### src/rtl/periph_bus.sv
// periph_bus: single-master to NUM_SLAVES peripheral bus bridge.
//
// A master request is accepted only in IDLE. Its address is decoded against
// per-slot base/size windows (lowest slot wins on overlap). A hit forwards the
// latched request to the selected slot and waits for that slot's s_ready, or
// for TIMEOUT wait cycles. A miss or a timeout completes with m_err=1. Every
// accepted request ends with exactly one RESP cycle carrying m_ready=1.
//
// Ports:
//   clk, reset            rising-edge clock, asynchronous active-high reset
//   m_valid/m_addr/m_wdata/m_store_type   master request (zero store type = load)
//   m_ready/m_rdata/m_err                 one-cycle completion, data, error
//   s_valid                               one-hot request to the selected slot
//   s_addr/s_wdata/s_store_type           latched request, shared by all slots
//   s_ready/s_rdata                       per-slot completion and read data
//   err_count                             saturating count of error responses
module periph_bus #(
  parameter int                          NUM_SLAVES = 4,
  parameter int                          DATA_W     = 64,
  parameter int                          ADDR_W     = 64,
  parameter logic [NUM_SLAVES*ADDR_W-1:0] BASE_ADDRS = '0,
  parameter logic [NUM_SLAVES*8-1:0]      SIZE_LOG2  = '0,
  parameter int                          TIMEOUT    = 16,
  parameter type                         mem_store_type_t = logic [2:0]
) (
  input  logic                         clk,
  input  logic                         reset,
  input  logic                         m_valid,
  input  logic [ADDR_W-1:0]            m_addr,
  input  logic [DATA_W-1:0]            m_wdata,
  input  mem_store_type_t              m_store_type,
  output logic                         m_ready,
  output logic [DATA_W-1:0]            m_rdata,
  output logic                         m_err,
  output logic [NUM_SLAVES-1:0]        s_valid,
  output logic [ADDR_W-1:0]            s_addr,
  output logic [DATA_W-1:0]            s_wdata,
  output mem_store_type_t              s_store_type,
  input  logic [NUM_SLAVES-1:0]        s_ready,
  input  logic [NUM_SLAVES*DATA_W-1:0] s_rdata,
  output logic [7:0]                   err_count
);

  localparam int IDX_W = (NUM_SLAVES > 1) ? $clog2(NUM_SLAVES) : 1;
  // Counter only needs to reach TIMEOUT-1.
  localparam int CNT_W = (TIMEOUT > 1) ? $clog2(TIMEOUT) : 1;
  localparam logic [CNT_W-1:0] CNT_LAST = CNT_W'((TIMEOUT > 0) ? TIMEOUT - 1 : 0);

  typedef enum logic [1:0] {IDLE, WAIT, RESP} state_e;

  state_e                state_q, state_d;
  logic [IDX_W-1:0]      sel_q, sel_d;
  logic [ADDR_W-1:0]     addr_q, addr_d;
  logic [DATA_W-1:0]     wdata_q, wdata_d;
  mem_store_type_t       store_q, store_d;
  logic [CNT_W-1:0]      cnt_q, cnt_d;
  logic [NUM_SLAVES-1:0] s_valid_q, s_valid_d;
  logic                  m_ready_q, m_ready_d;
  logic [DATA_W-1:0]     m_rdata_q, m_rdata_d;
  logic                  m_err_q, m_err_d;
  logic [7:0]            err_cnt_q, err_cnt_d;

  logic                  hit;
  logic [IDX_W-1:0]      hit_idx;

  // Address decode. Scanning from the top slot down lets the lowest
  // matching slot overwrite any higher match.
  always_comb begin
    hit     = 1'b0;
    hit_idx = '0;
    for (int i = NUM_SLAVES - 1; i >= 0; i--) begin
      if ((m_addr >> SIZE_LOG2[i*8 +: 8]) ==
          (BASE_ADDRS[i*ADDR_W +: ADDR_W] >> SIZE_LOG2[i*8 +: 8])) begin
        hit     = 1'b1;
        hit_idx = IDX_W'(i);
      end
    end
  end

  always_comb begin
    state_d   = state_q;
    sel_d     = sel_q;
    addr_d    = addr_q;
    wdata_d   = wdata_q;
    store_d   = store_q;
    cnt_d     = cnt_q;
    s_valid_d = s_valid_q;
    // Response outputs are single-cycle: zero unless entering RESP.
    m_ready_d = 1'b0;
    m_rdata_d = '0;
    m_err_d   = 1'b0;
    err_cnt_d = err_cnt_q;

    case (state_q)
      IDLE: begin
        if (m_valid) begin
          addr_d  = m_addr;
          wdata_d = m_wdata;
          store_d = m_store_type;
          sel_d   = hit_idx;
          cnt_d   = '0;
          if (hit) begin
            state_d   = WAIT;
            s_valid_d = NUM_SLAVES'(1) << hit_idx;
          end else begin
            state_d   = RESP;
            m_ready_d = 1'b1;
            m_err_d   = 1'b1;
            if (err_cnt_q != 8'hFF) err_cnt_d = err_cnt_q + 8'd1;
          end
        end
      end

      WAIT: begin
        // A ready arriving on the timeout cycle is checked first, so it wins.
        if (s_ready[sel_q]) begin
          state_d   = RESP;
          s_valid_d = '0;
          m_ready_d = 1'b1;
          m_rdata_d = (store_q == '0) ? s_rdata[int'(sel_q)*DATA_W +: DATA_W] : '0;
        end else if ((TIMEOUT != 0) && (cnt_q == CNT_LAST)) begin
          state_d   = RESP;
          s_valid_d = '0;
          m_ready_d = 1'b1;
          m_err_d   = 1'b1;
          if (err_cnt_q != 8'hFF) err_cnt_d = err_cnt_q + 8'd1;
        end else if (TIMEOUT != 0) begin
          cnt_d = cnt_q + 1'b1;
        end
      end

      RESP: begin
        // Never accepts here; a held m_valid is taken in the next IDLE cycle.
        state_d = IDLE;
      end

      default: begin
        state_d   = IDLE;
        s_valid_d = '0;
      end
    endcase
  end

  always_ff @(posedge clk or posedge reset) begin
    if (reset) begin
      state_q   <= IDLE;
      sel_q     <= '0;
      addr_q    <= '0;
      wdata_q   <= '0;
      store_q   <= '0;
      cnt_q     <= '0;
      s_valid_q <= '0;
      m_ready_q <= 1'b0;
      m_rdata_q <= '0;
      m_err_q   <= 1'b0;
      err_cnt_q <= '0;
    end else begin
      state_q   <= state_d;
      sel_q     <= sel_d;
      addr_q    <= addr_d;
      wdata_q   <= wdata_d;
      store_q   <= store_d;
      cnt_q     <= cnt_d;
      s_valid_q <= s_valid_d;
      m_ready_q <= m_ready_d;
      m_rdata_q <= m_rdata_d;
      m_err_q   <= m_err_d;
      err_cnt_q <= err_cnt_d;
    end
  end

  assign m_ready      = m_ready_q;
  assign m_rdata      = m_rdata_q;
  assign m_err        = m_err_q;
  assign s_valid      = s_valid_q;
  assign s_addr       = addr_q;
  assign s_wdata      = wdata_q;
  assign s_store_type = store_q;
  assign err_count    = err_cnt_q;

endmodule

### config.mk
export PLATFORM = sky130hd
export DESIGN_NAME = periph_bus
export DESIGN_NICKNAME = d
export VERILOG_FILES = /design/src/rtl/periph_bus.sv
export SDC_FILE = /design/constraint.sdc
export NUM_CORES = 1
export LEC_CHECK = 0
export BUFFER_PORTS_ARGS = -buffer_cell sky130_fd_sc_hd__buf_4
export CAP_MARGIN = 40
export CORE_AREA = 2 2 235 237
export CTS_CLUSTER_SIZE = 8
export DETAILED_ROUTE_END_ITERATION = 6
export DIE_AREA = 0 0 237 239
export GPL_ROUTABILITY_DRIVEN = 1
export GPL_TIMING_DRIVEN = 0
export PLACE_DENSITY = 0.41
export SLEW_MARGIN = 10
export SYNTH_ARGS = -nofsm -noshare
export SYNTH_HDL_FRONTEND = slang
export SYNTH_SLANG_ARGS = --single-unit
### constraint.sdc
create_clock -name clk -period 15.95 [get_ports clk]
set_clock_uncertainty 0.05 [all_clocks]
set_input_delay 0.7975 -clock clk [delete_from_list [all_inputs] [get_ports clk]]
set_output_delay 0.7975 -clock clk [all_outputs]
set_load 0.02 [all_outputs]
==> impl_metrics.yaml <==
outcome:
  status: "finished clean"
worst_setup_path:
  crit_required_ns: 16.35
  rrSetupSlack_ns: 13.77
  worstSetupEndpointType: "flop"
  crit_family: "simple AND/OR/NAND/NOR gates"
  worstPathArrival_ns: 3.09
  timing.rr.start: "state_q[1]$_DFFE_PP0P_"
  r2r_cells: 7
  crit_type: "primary input to flop"
  critPathMostFrequentCell: "buf_4"
  critPathMaxStageDelay_ns: 0.76
  crit_slowest_cell: "nor4_1"
  crit_path_start_kind: "primary input"
  path_buf_inv: 2
  critPathMaxFanout: 10
  r2r_end: "s_wdata[61]$_DFFE_PP0P_"
  path_cells: "buf_4 -> nor4_1 -> nand4_1 -> nor4_2 -> buf_4 -> a21oi_2 -> mux2_4"
yosys:
  postSynthCellCount: 522
  yosysWarnings: 0
  ys_seq_elements: 212
  syn_avg_cell_area_um2: 15.2
  ys_seq_area_share_pct: 67.0
  synth_area_um2: 7920
  synth_cell_types: 38
clocking:
  path_clk_slew_ns: 0.05
  post_cts_resized: 0
  cts_buffer_depth: 3
  post_cts_buffers: 0
  cts_hold_buf: 0
  cts_tree: "done"
  cts_buffers: 31
  clkLatencyLatePin_ns: 0.56
  htreeDepth: 1
  cts_root_buf: "clkbuf_16"
  cts.sinks: 212
drt:
  drtIter0Drc: 186
  vias: 5877
  via_per_inst: 3.51
  wire_per_inst_um: 16.8
  drtPass1Iterations: 4
  postRouteWirelength_mm: 28.1
  drtAntennaViolNets: 0
  post-route-drc-count: 0
die:
  fp.dieH_um: 239
  start_util_pct: 14.6
  ios: 603
  fp.dieW_um: 237
  core_um2: 54300
  dieArea_um2: 56600
  rows: 86
global_route:
  grt_max_degree: 79
  grt_first_pass_wirelength_mm: 41.3
  grtUsageTotal_pct: 9.62
  grt.overflow.total: 0
  grt_pass1_vias: 6403
  antenna_found_initial: 2
timing:
  slew-limit-headroom_pct: 41.3
  fin_crit_ns: 2.69
  finalSetupViolations: 0
  hold_violations: 0
  clock.fmax_ghz: 0.372
  worstMarginPinSlew_ns: 0.872
  fin_setup_tns_ns: 0
  post-route-period-util_pct: 16.9
  final_max_slew_viol_count: 0
  rsz0062_at_grt: "no"
layout:
  final_nets: 1360
  syn2layout_area_growth_pct: 61.0
  final_common_cell: "buf_4"
  mostFrequentLayoutCells: "buf_4 (412), dfrtp_1 (212), mux2_2 (84)"
  n_antenna_cell: 0
  drive_above_1_share_pct: 57.0
power_and_ir_drop:
  power_density_nw_per_um2: 121
  p_leak_nw: 6.07
  peakVddDrop_mv: 0.0759
  finalPower_mw: 1.54
place:
  port_buffers: 404
  hpwl_mm: 21.6
  place_congestion: 0.747
worst_hold_path:
  hold_path.class: "primary input to asynchronous set/reset pin"
run:
  drv_cap: 0
power breakdown:
group,internal (mW),leakage [nW],switching (mW),total [mW]
Sequential,0.597,2.65,0.0396,0.637
Clock,0.352,0.411,0.239,0.591
Combinational,0.155,3.01,0.163,0.317
Total,1.10,6.07,0.441,1.54
through the flow:
| stage | cell area [um^2] | utilization (%) | hold slack (ns) | cells | setup slack, ns |
|---|---|---|---|---|---|
| 2_1_floorplan | 7930 | - | 0.431 | 524 | 9.31 |
| 3_3_place_gp | 11800 | 21.8 | 0.421 | 1632 | 5.80 |
| 3_5_place_dp | 11900 | 21.9 | 0.426 | 1635 | 12.62 |
| 4_1_cts | 12800 | 23.5 | 0.221 | 1675 | 13.24 |
| 5_1_grt | 12800 | 23.5 | 0.247 | 1675 | 13.14 |
| 6_report | 12800 | 23.5 | 0.236 | 1675 | 13.26 |
how the worst max path moves through the flow:
stage / cells past startpoint / to / start / slack, ns
final: 7 / err_count[1]$_DFFE_PP0P_ / m_addr[43] / 13.26
after global routing: 7 / err_count[1]$_DFFE_PP0P_ / m_addr[52] / 13.14
after CTS: 7 / err_count[1]$_DFFE_PP0P_ / m_addr[52] / 13.24
after detailed placement: 7 / err_count[1]$_DFFE_PP0P_ / m_addr[52] / 12.62
after global placement: 2 / s_addr[32]$_DFFE_PP0P_ / reset / 5.80
after floorplan: 1 / cnt_q[0]$_DFFE_PP0P_ / reset / 9.31
area by class of cell:
| type | instances | area, um^2 |
|---|---|---|
| Buffer | 26 | 149 |
| Timing Repair Buffer | 407 | 3100 |
| Tap cell | 704 | 881 |
| Clock inverter | 2 | 13.8 |
| Sequential cell | 212 | 5310 |
| Inverter | 3 | 18.8 |
| Fill cell | 5805 | 41600 |
| Clock buffer | 38 | 822 |
| Multi-Input combinational cell | 283 | 2470 |
metal layers:
| metal | vias to the layer above | GRT usage [%] | share of wire, % |
|---|---|---|---|
| met5 | - | 0 | 0.093 |
| met4 | 4 | 3.41 | 3.2 |
| met3 | 45 | 3.70 | 8.5 |
| met2 | 228 | 15.9 | 49 |
| met1 | 2911 | 11.3 | 39 |
| li1 | 2689 | - | - |
flip-flops by register name, indices dropped and copies added, names as in the netlist, 2 cells and up:
signal	cells
m_rdata	64
s_addr	64
s_wdata	64
err_count	8
cnt_q	4
s_store_type	3
state_q	2
synth_stat cells:
master,count,area share (%)
buf_6,1,0.14
nand2_1,9,0.43
and2_1,65,5.1
conb_1,1,0.047
o31ai_1,1,0.095
a21oi_2,1,0.11
buf_4,8,0.76
nor3b_1,1,0.095
a41oi_1,1,0.11
mux2_1,47,6.7
a31oi_1,1,0.079
nand4_1,5,0.39
nor3_1,1,0.063
buf_2,11,0.69
xnor2_1,2,0.22
nand4b_1,1,0.11
xor2_1,6,0.66
a2bb2oi_1,1,0.11
nand3_1,9,0.57
mux2_4,1,0.19
inv_1,3,0.14
o32a_2,1,0.14
nor4_1,16,1.3
mux2_2,84,12
nor2_4,1,0.14
nor4_4,1,0.27
nor4_2,1,0.16
mux2i_1,1,0.13
a211oi_1,3,0.28
nand2b_1,3,0.24
nor2_1,4,0.19
a2111oi_0,3,0.33
ha_1,2,0.32
clkbuf_1,6,0.28
o21ai_0,5,0.32
nand3b_1,1,0.095
dfrtp_1,212,67
a21oi_1,2,0.13
cells by family (layout without fill, tap and decap cells):
family	after synthesis	after routing	synth area share, %
flip-flops	212	212	67.0
multiplexers	133	133	18.9
AND/OR/NAND/NOR	118	118	9.14
buffers and inverters	29	476	2.02
AO/OA/AOI/OAI	19	19	1.71
XOR/XNOR	8	8	0.884
adder cells (fa/ha/maj)	2	2	0.316
other	1	3	0.0473
Note: power is estimated with default switching activity, not from simulation.
